$ cat config.mk
export PLATFORM = sky130hd
export DESIGN_NAME = monolith_axis_m31_reducer
export DESIGN_NICKNAME = d
export VERILOG_FILES = /design/src/rtl/monolith_axis_m31_reducer.sv
export SDC_FILE = /design/constraint.sdc
export NUM_CORES = 1
export LEC_CHECK = 0
export ABC_AREA = 1
export BUFFER_PORTS_ARGS = -buffer_cell sky130_fd_sc_hd__buf_2
export CORE_MARGIN = 2
export CORE_UTILIZATION = 50
export DETAILED_ROUTE_END_ITERATION = 8
export GPL_ROUTABILITY_DRIVEN = 0
export PLACE_DENSITY = 0.82
export SETUP_SLACK_MARGIN = 0.3
export SYNTH_ARGS = -nofsm -noshare
export SYNTH_HDL_FRONTEND = slang
export SYNTH_SLANG_ARGS = --single-unit
$ cat constraint.sdc
create_clock -name s00_axis_aclk -period 2.7 [get_ports s00_axis_aclk]
set_input_delay 0.54 -clock s00_axis_aclk [delete_from_list [all_inputs] [get_ports s00_axis_aclk]]
set_output_delay 0.54 -clock s00_axis_aclk [all_outputs]
set_load 0.01 [all_outputs]
$ cat src/rtl/monolith_axis_m31_reducer.sv
// monolith_axis_m31_reducer: reduces 32-bit words mod 2^31-1 and reframes them into PERM_SIZE-beat packets.
// Optional packet counter on perm_count when MONOLITH_M31_PERM_COUNT_EN is defined.
module monolith_axis_m31_reducer #(
    parameter int C_S00_AXIS_TDATA_WIDTH = 32,
    parameter int C_M00_AXIS_TDATA_WIDTH = 31,
    parameter int PERM_SIZE = 16
) (
    input  logic                              s00_axis_aclk,
    input  logic                              s00_axis_aresetn,
    input  logic                              s00_axis_tvalid,
    output logic                              s00_axis_tready,
    input  logic [C_S00_AXIS_TDATA_WIDTH-1:0] s00_axis_tdata,
    input  logic                              s00_axis_tlast,
    output logic                              m00_axis_tvalid,
    input  logic                              m00_axis_tready,
    output logic [C_M00_AXIS_TDATA_WIDTH-1:0] m00_axis_tdata,
    output logic                              m00_axis_tlast,
    output logic                              err_early_last,
    output logic                              err_missing_last,
    input  logic                              err_clear,
    output logic [31:0]                       perm_count
);
    localparam int CW = $clog2(PERM_SIZE);
    localparam logic [CW-1:0] LAST = CW'(PERM_SIZE - 1);
    localparam logic [31:0] P = 32'h7FFF_FFFF;
    typedef enum logic {PASS, PAD} state_t;
    state_t state_q, state_d;
    logic [CW-1:0] cnt_q, cnt_d;
    logic [C_M00_AXIS_TDATA_WIDTH-1:0] out_data_q, out_data_d, skid_data_q, skid_data_d, red, wr_data;
    logic out_vld_q, out_vld_d, out_last_q, out_last_d, skid_vld_q, skid_vld_d, skid_last_q, skid_last_d;
    logic rdy_q, rdy_d, early_q, early_d, miss_q, miss_d;
    logic [31:0] sum;
    logic acc, wr, wr_last, out_free, early_set, miss_set;
    always_comb begin
        sum = {1'b0, s00_axis_tdata[30:0]} + {31'b0, s00_axis_tdata[31]};
        red = sum >= P ? C_M00_AXIS_TDATA_WIDTH'(sum - P) : sum[30:0];
        acc = s00_axis_tvalid & rdy_q;
        // Pad beats only need a free slot; the skid register is the limiting slot.
        wr = state_q == PASS ? acc : !skid_vld_q;
        wr_data = state_q == PASS ? red : '0;
        wr_last = cnt_q == LAST;
        cnt_d = wr ? (wr_last ? '0 : cnt_q + 1'b1) : cnt_q;
        early_set = state_q == PASS && acc && s00_axis_tlast && !wr_last;
        miss_set = state_q == PASS && acc && wr_last && !s00_axis_tlast;
        state_d = early_set ? PAD : (state_q == PAD && wr && wr_last) ? PASS : state_q;
        out_free = !out_vld_q | m00_axis_tready;
        out_vld_d = skid_vld_q | wr | (out_vld_q & !m00_axis_tready);
        out_data_d = !out_free ? out_data_q : skid_vld_q ? skid_data_q : wr ? wr_data : out_data_q;
        out_last_d = !out_free ? out_last_q : skid_vld_q ? skid_last_q : wr ? wr_last : out_last_q;
        skid_vld_d = skid_vld_q ? !out_free : (wr & !out_free);
        skid_data_d = (!skid_vld_q && wr && !out_free) ? wr_data : skid_data_q;
        skid_last_d = (!skid_vld_q && wr && !out_free) ? wr_last : skid_last_q;
        rdy_d = !skid_vld_d && state_d == PASS;
        early_d = early_set | (early_q & !err_clear);
        miss_d = miss_set | (miss_q & !err_clear);
    end
    always_ff @(posedge s00_axis_aclk or negedge s00_axis_aresetn) begin
        if (!s00_axis_aresetn) begin
            state_q <= PASS;
            cnt_q <= '0;
            out_data_q <= '0;
            out_last_q <= 1'b0;
            out_vld_q <= 1'b0;
            skid_data_q <= '0;
            skid_last_q <= 1'b0;
            skid_vld_q <= 1'b0;
            rdy_q <= 1'b0;
            early_q <= 1'b0;
            miss_q <= 1'b0;
        end else begin
            state_q <= state_d;
            cnt_q <= cnt_d;
            out_data_q <= out_data_d;
            out_last_q <= out_last_d;
            out_vld_q <= out_vld_d;
            skid_data_q <= skid_data_d;
            skid_last_q <= skid_last_d;
            skid_vld_q <= skid_vld_d;
            rdy_q <= rdy_d;
            early_q <= early_d;
            miss_q <= miss_d;
        end
    end
    assign s00_axis_tready = rdy_q;
    assign m00_axis_tvalid = out_vld_q;
    assign m00_axis_tdata = out_data_q;
    assign m00_axis_tlast = out_last_q;
    assign err_early_last = early_q;
    assign err_missing_last = miss_q;
`ifdef MONOLITH_M31_PERM_COUNT_EN
    logic [31:0] pc_q;
    always_ff @(posedge s00_axis_aclk or negedge s00_axis_aresetn) begin
        if (!s00_axis_aresetn) pc_q <= '0;
        else if (out_vld_q && m00_axis_tready && out_last_q) pc_q <= pc_q + 32'd1;
    end
    assign perm_count = pc_q;
`else
    assign perm_count = '0;
`endif
endmodule

After elaboration in Yosys (flattened, before gate mapping)
Index checks and enable logic that the tools add are counted.
Word-level totals
  logic and storage cells: 59
  bits in writable memories: 0
  bits in latches: 0
  output and inout port bits: 68
  input bits: 38
  ROM bits: 0
  register bits: 74
  memories kept: 0
Operators by class
  $add $sub $neg: 3
  order comparisons: 1
  equality and inequality tests: 1
  mux-type cells: 11
  divide/modulo/power cells: 0
  multiply operators: 0
  bitwise logic cells: 12
  shift-type cells: 0
  reductions and logical operators: 20
Operators by type and width (count)
  31-bit two-way mux: 4
  31-bit by 1-bit adder with 32-bit output: 1
  32-bit by 31-bit greater-or-equal comparator with 1-bit output, second input constant: 1
  31-bit subtractor, second input constant: 1
  1-bit logical AND: 10
  1-bit zero test: 8
  1-bit two-way mux: 6
  1-bit AND: 5
  1-bit OR: 5
  4-bit by 1-bit adder with 4-bit output, second input constant: 1
  4-bit equality test, second input constant: 1
  4-bit two-way mux: 1
  1-bit NOT: 2
  2-bit AND reduction: 1
  2-bit nonzero test: 1

Depth between registers and ports, before layout
  word-level depth: 8
  gate-level depth with buffers: 21
  depth with buffers taken out: 20

Worst setup path after synthesis
Ideal clock, no wire load.
  kind: input-to-reg
  start point: input port s00_axis_tdata[0]
  end point: register out_data_q[5], in the netlist m00_axis_tdata[5]
  slack: 0.133 ns
  data required time: 2.584 ns
  buffers on the path: 1
  library setup time: 0.116 ns
  data arrival time: 2.451 ns
  cell stages on the path: 20
  cell sequence: ha_1 ha_1 nand2_1 nor2_2 nand2_1 nor2_4 nand2_2 nand2_1 nand2_1 nor2_1 nand3_1 nor2_2 nand2_4 nand2_4 nand2_2 buf_6 nand3_2 nand2_1 nand2_1 nand2_1
On the way
  longest elaborated chain between the ends: 6
  elaborated cells on any way between the ends: 7
  classes of those cells: add/sub (2); order compare (1); mux (4)
RTL lines
  start: declaration: line 12  | input logic [C_S00_AXIS_TDATA_WIDTH-1:0] s00_axis_tdata,
  31-bit by 1-bit adder with 32-bit output (*): line 35  | sum = {1'b0, s00_axis_tdata[30:0]} + {31'b0, s00_axis_tdata[31]};
  31-bit subtractor or 32-bit by 31-bit greater-or-equal comparator with 1-bit output (tied branches): line 36  | red = sum >= P ? C_M00_AXIS_TDATA_WIDTH'(sum - P) : sum[30:0];
  31-bit two-way mux (*): line 36
  31-bit two-way mux (*): line 40  | wr_data = state_q == PASS ? red : '0;
  31-bit two-way mux (*) (2 in a row): line 48  | out_data_d = !out_free ? out_data_q : skid_vld_q ? skid_data_q : wr ? wr_data : out_data_q;
  end signal: assignment: line 73  | out_data_q <= out_data_d;
  end: declaration: line 29  | logic [C_M00_AXIS_TDATA_WIDTH-1:0] out_data_q, out_data_d, skid_data_q, skid_data_d, red, wr_data;
Every way passes the cells marked *; elsewhere a longest branch is shown, timed or not. The select of a mux whose other input is x is not followed.
A chain may end at the register's enable or synchronous reset.

Final worst setup path
  start point: input port s00_axis_tdata[0]
  end point: register out_data_q[25], in the netlist m00_axis_tdata[25]
The elaborated chain is that of the path after synthesis.

==> metrics.md <==
| Metric | Value |
|---|---|
| Count of fill cells added during filler insertion | 892 |
| Capturing element type of the critical path | flop |
| Post-Place Cell Area | 5710 um2 |
| 1st-iter DRT viols | 338 |
| Tightest slew margin relative to the limit | 50.7% |
| Mean post-synth cell area | 6.68 um2 |
| Nets | 898 |
| Die X-Extent | 104 um |
| Final core utilization | 63.3% |
| Yosys cell types | 34 |
| Wire length of the first global-routing pass | 20900 um |
| Transition time at the pin with the least slew margin | 0.737 ns |
| Number of slew-limit violations in the final report | 0 |
| Buffer and inverter count on the worst path | 4 |
| Synth Instances | 749 |
| Worst path most repeated cell | nand2_1 |
| Starting utilization of the core area | 51.4% |
| Final worst-path cycle share | 88.0% |
| Commonest register cell after synthesis | dfrtp_1 |
| Vertical extent of the die | 104 um |
| Setup total negative slack | 0 ns |
| Area taken by flip-flops and latches | 1850 um2 |
| Total length of routed wires | 12800 um |
| Cell-by-cell listing of the critical path | buf_6 > ha_4 > ha_4 > buf_4 > xor2_1 > buf_4 > inv_1 > nor3_2 > nor3b_4 > xnor2_1 > nand2_1 > nand3_1 > nand2_1 > nand2_1 > nand2_1 |
| Highest achievable clock rate | 421 MHz |
| CTS hold repair buffers | 0 |
| Number of antenna violations at the first check in global routing | 0 |
| Clock period minus final worst setup slack | 2.38 ns |
| Clk slew on worst S/H paths | 0.08 ns |
| Overall fraction of global-route tracks in use | 23.5% |
| Cell Area, Synth | 5000 um2 |
| Count of input and output buffers | 73 |
| Antenna viol nets, final | 0 |
| Final global-route overflow total | 0 |
| Clock net sink count | 74 |
| Highest ir drop seen on vdd | 0.000600 V |
| Top-Level Pins | 106 |
| Setup Skew | 0.00607 ns |
| Number of max-capacitance violations reported | 0 |
| Kind of cell adding the most delay to the critical path | simple AND/OR/NAND/NOR gates |
| Share of cells above drive strength 1 | 24.7% |
| Slowest cell on the critical path | nor3b_4 |
| Diodes inserted | 0 |
| Startpoint type of the worst setup path | primary input |
| Clock buffers created by TritonCTS | 9 |
| DR pass1 iterations | 5 |
| Yosys synthesis warning count | 0 |
| Post-route insts no fill | 993 |
| Number of DRC violations after detailed routing | 0 |
| Largest net degree at the start of global routing | 43 |
| Total instance count after detailed placement | 972 |
| Total half-perimeter wirelength after legalization and detailed placement | 9440 um |
| Seq/Total Area, Yosys | 37.0% |
| Hold crit path type | in -> async |
| Area enclosed by the die boundary | 10800 um2 |
| Status | finished clean |
| RSZ-0062 raised after global routing | yes |
| Multi-input logic area | 2940 um2 |
| Areal power density over the cells | 782 nW/um2 |
| Wire length per cell after detailed routing | 12.9 um |
| Overall power | 4.82 mW |
| Arrival time of the worst setup path | 2.62 ns |
| Worst EP required | 2.94 ns |
| Area grow syn2layout | 23.3% |
| Non-Filler Cell Area, Final | 6160 um2 |
| Via-to-Cell Ratio | 4.98 |
| Leakage power total | 3.37 nW |
| Count of flip-flops with a built-in enable after synthesis | 0 |
| Total of endpoints with negative setup slack in the final report | 0 |
| Rows | 36 |
| Top fanout value on the critical path | 3 |
| Max stage delay on crit path | 0.39 ns |
| Final hold violations | 0 |
| Worst setup path category | in -> reg |
| Core Footprint | 9730 um2 |
| Insertion delay of the later-clocked pin in the worst-skew pair | 0.35 ns |
| Vias in the first global route | 4519 |
| Count of H-tree levels built during CTS | 3 |
| Clock tree from TritonCTS | built |
| Maximum clock insertion buffer count | 2 |
| Post-synthesis register bit count | 74 |
| Vias | 4948 |
| Post-synth ARST share | 100% |
| CTS root buffer | clkbuf_8 |
## layout by cell type (no fill, tap or decap), types with 2 or more instances in the layout
master	netlist	final
nand3b_1	4	4
ha_1	4	2
nand3_4	0	3
buf_2	2	71
buf_4	33	40
xor2_1	5	4
nand3_2	11	15
a21oi_1	18	18
nand2_1	267	254
nand2_2	9	16
o21ai_1	9	16
clkbuf_8	0	10
nand4_1	4	4
clkinvlp_4	0	2
nor2_1	91	80
nor2_4	4	11
buf_6	1	5
buf_12	0	3
nand2_8	0	3
and2_1	2	2
nand3_1	47	40
conb_1	1	32
ha_4	0	2
dfrtp_1	74	74
nor2_2	10	14
xnor2_1	3	3
inv_1	69	69
xor2_2	1	2
nand2_4	3	7
o21ai_0	48	40
## area by class of cell
type | count | area share (%)
inverter | 70 | 4.26
clock inverter | 4 | 0.467
tap | 133 | 2.70
sequential | 74 | 30.0
clock buffer | 11 | 2.29
timing repair buffer | 119 | 12.5
multi-input combinational | 582 | 47.7
## registers in the layout, indices dropped and copies added (netlist names)
name              count
cnt_q                 4
err_early_last        1
err_missing_last      1
m00_axis_tdata       31
m00_axis_tlast        1
m00_axis_tvalid       1
s00_axis_tready       1
skid_data_q          31
skid_last_q           1
skid_vld_q            1
state_q               1
## worst paths after layout
| path | start | to | slack (ns) | cells after the start |
|---|---|---|---|---|
| min in group s00_axis_aclk | err_clear | err_early_last$_DFF_PN0_ | 0.38 | 2 |
| max reg2reg | m00_axis_tvalid$_DFF_PN0_ | skid_data_q[11]$_DFFE_PN0P_ | 0.56 | 8 |
| max in group asynchronous | s00_axis_aresetn | m00_axis_tdata[22]$_DFFE_PN0P_ | 1.84 | 2 |
| min | s00_axis_aresetn | m00_axis_tdata[2]$_DFFE_PN0P_ | 0.20 | 1 |
| max | s00_axis_tdata[0] | m00_axis_tdata[25]$_DFFE_PN0P_ | 0.32 | 15 |
| min reg2reg | m00_axis_tdata[3]$_DFFE_PN0P_ | m00_axis_tdata[3]$_DFFE_PN0P_ | 0.48 | 2 |
## layer usage
layer  share of wire [%]  GRT usage, %  vias to the layer above
met2                  49          39.1                      160
met4                 1.8          6.47                        0
met3                 5.6          4.01                       25
met5                   0             0                        -
li1                    -             -                     2496
met1                  44          31.9                     2267
## timing repair
item / 4_1_cts / 5_1_grt
cloned: 0 / 1
resized for setup: 4 / 57
setup buffers: 0 / 5
pin swaps: 0 / 23
endpoints found under the setup margin: 36 / 61
## cell usage after synthesis, types with 10 or more instances
cell type  instances  area [um2]
nand3_1           47         235
clkbuf_1          16        60.1
o21ai_0           48         240
nor2_2            10        62.6
inv_1             69         259
dfrtp_1           74        1850
a21oi_1           18        90.1
nor2_1            91         342
nand3_2           11         110
nand2_1          267        1000
buf_4             33         248
## kinds of logic after synthesis
| logic type | Yosys count | synth area share [%] |
|---|---|---|
| compound gates | 77 | 7.81 |
| xor+xnor | 9 | 1.73 |
| fa+ha+maj | 4 | 1.00 |
| buf+inv | 125 | 12.1 |
| flops | 74 | 37.0 |
| other cells | 1 | 0.0750 |
| simple gates | 459 | 40.3 |
## power by group
group | switching (mW) | internal [mW]
clock | 0.412 | 0.354
sequential | 0.240 | 1.55
combinational | 1.45 | 0.812
total | 2.11 | 2.72
## worst reg2reg max path: stages (launching register included)
cell,delay (ns)
dfrtp_1,0.34
inv_1,0.04
nor2_1,0.16
inv_1,0.13
nor3_4,0.63
inv_1,0.23
buf_4,0.30
nand2_1,0.10
o21ai_0,0.08
## metrics by stage
stage	setup WS, ns	hold slack (ns)
global placement	-0.0965	0.458
finish	0.323	0.197
floorplan	0.301	0.244
CTS	0.307	0.206
detailed placement	-0.136	0.460
global route	0.189	0.228
(Power assumes the default switching activity.)
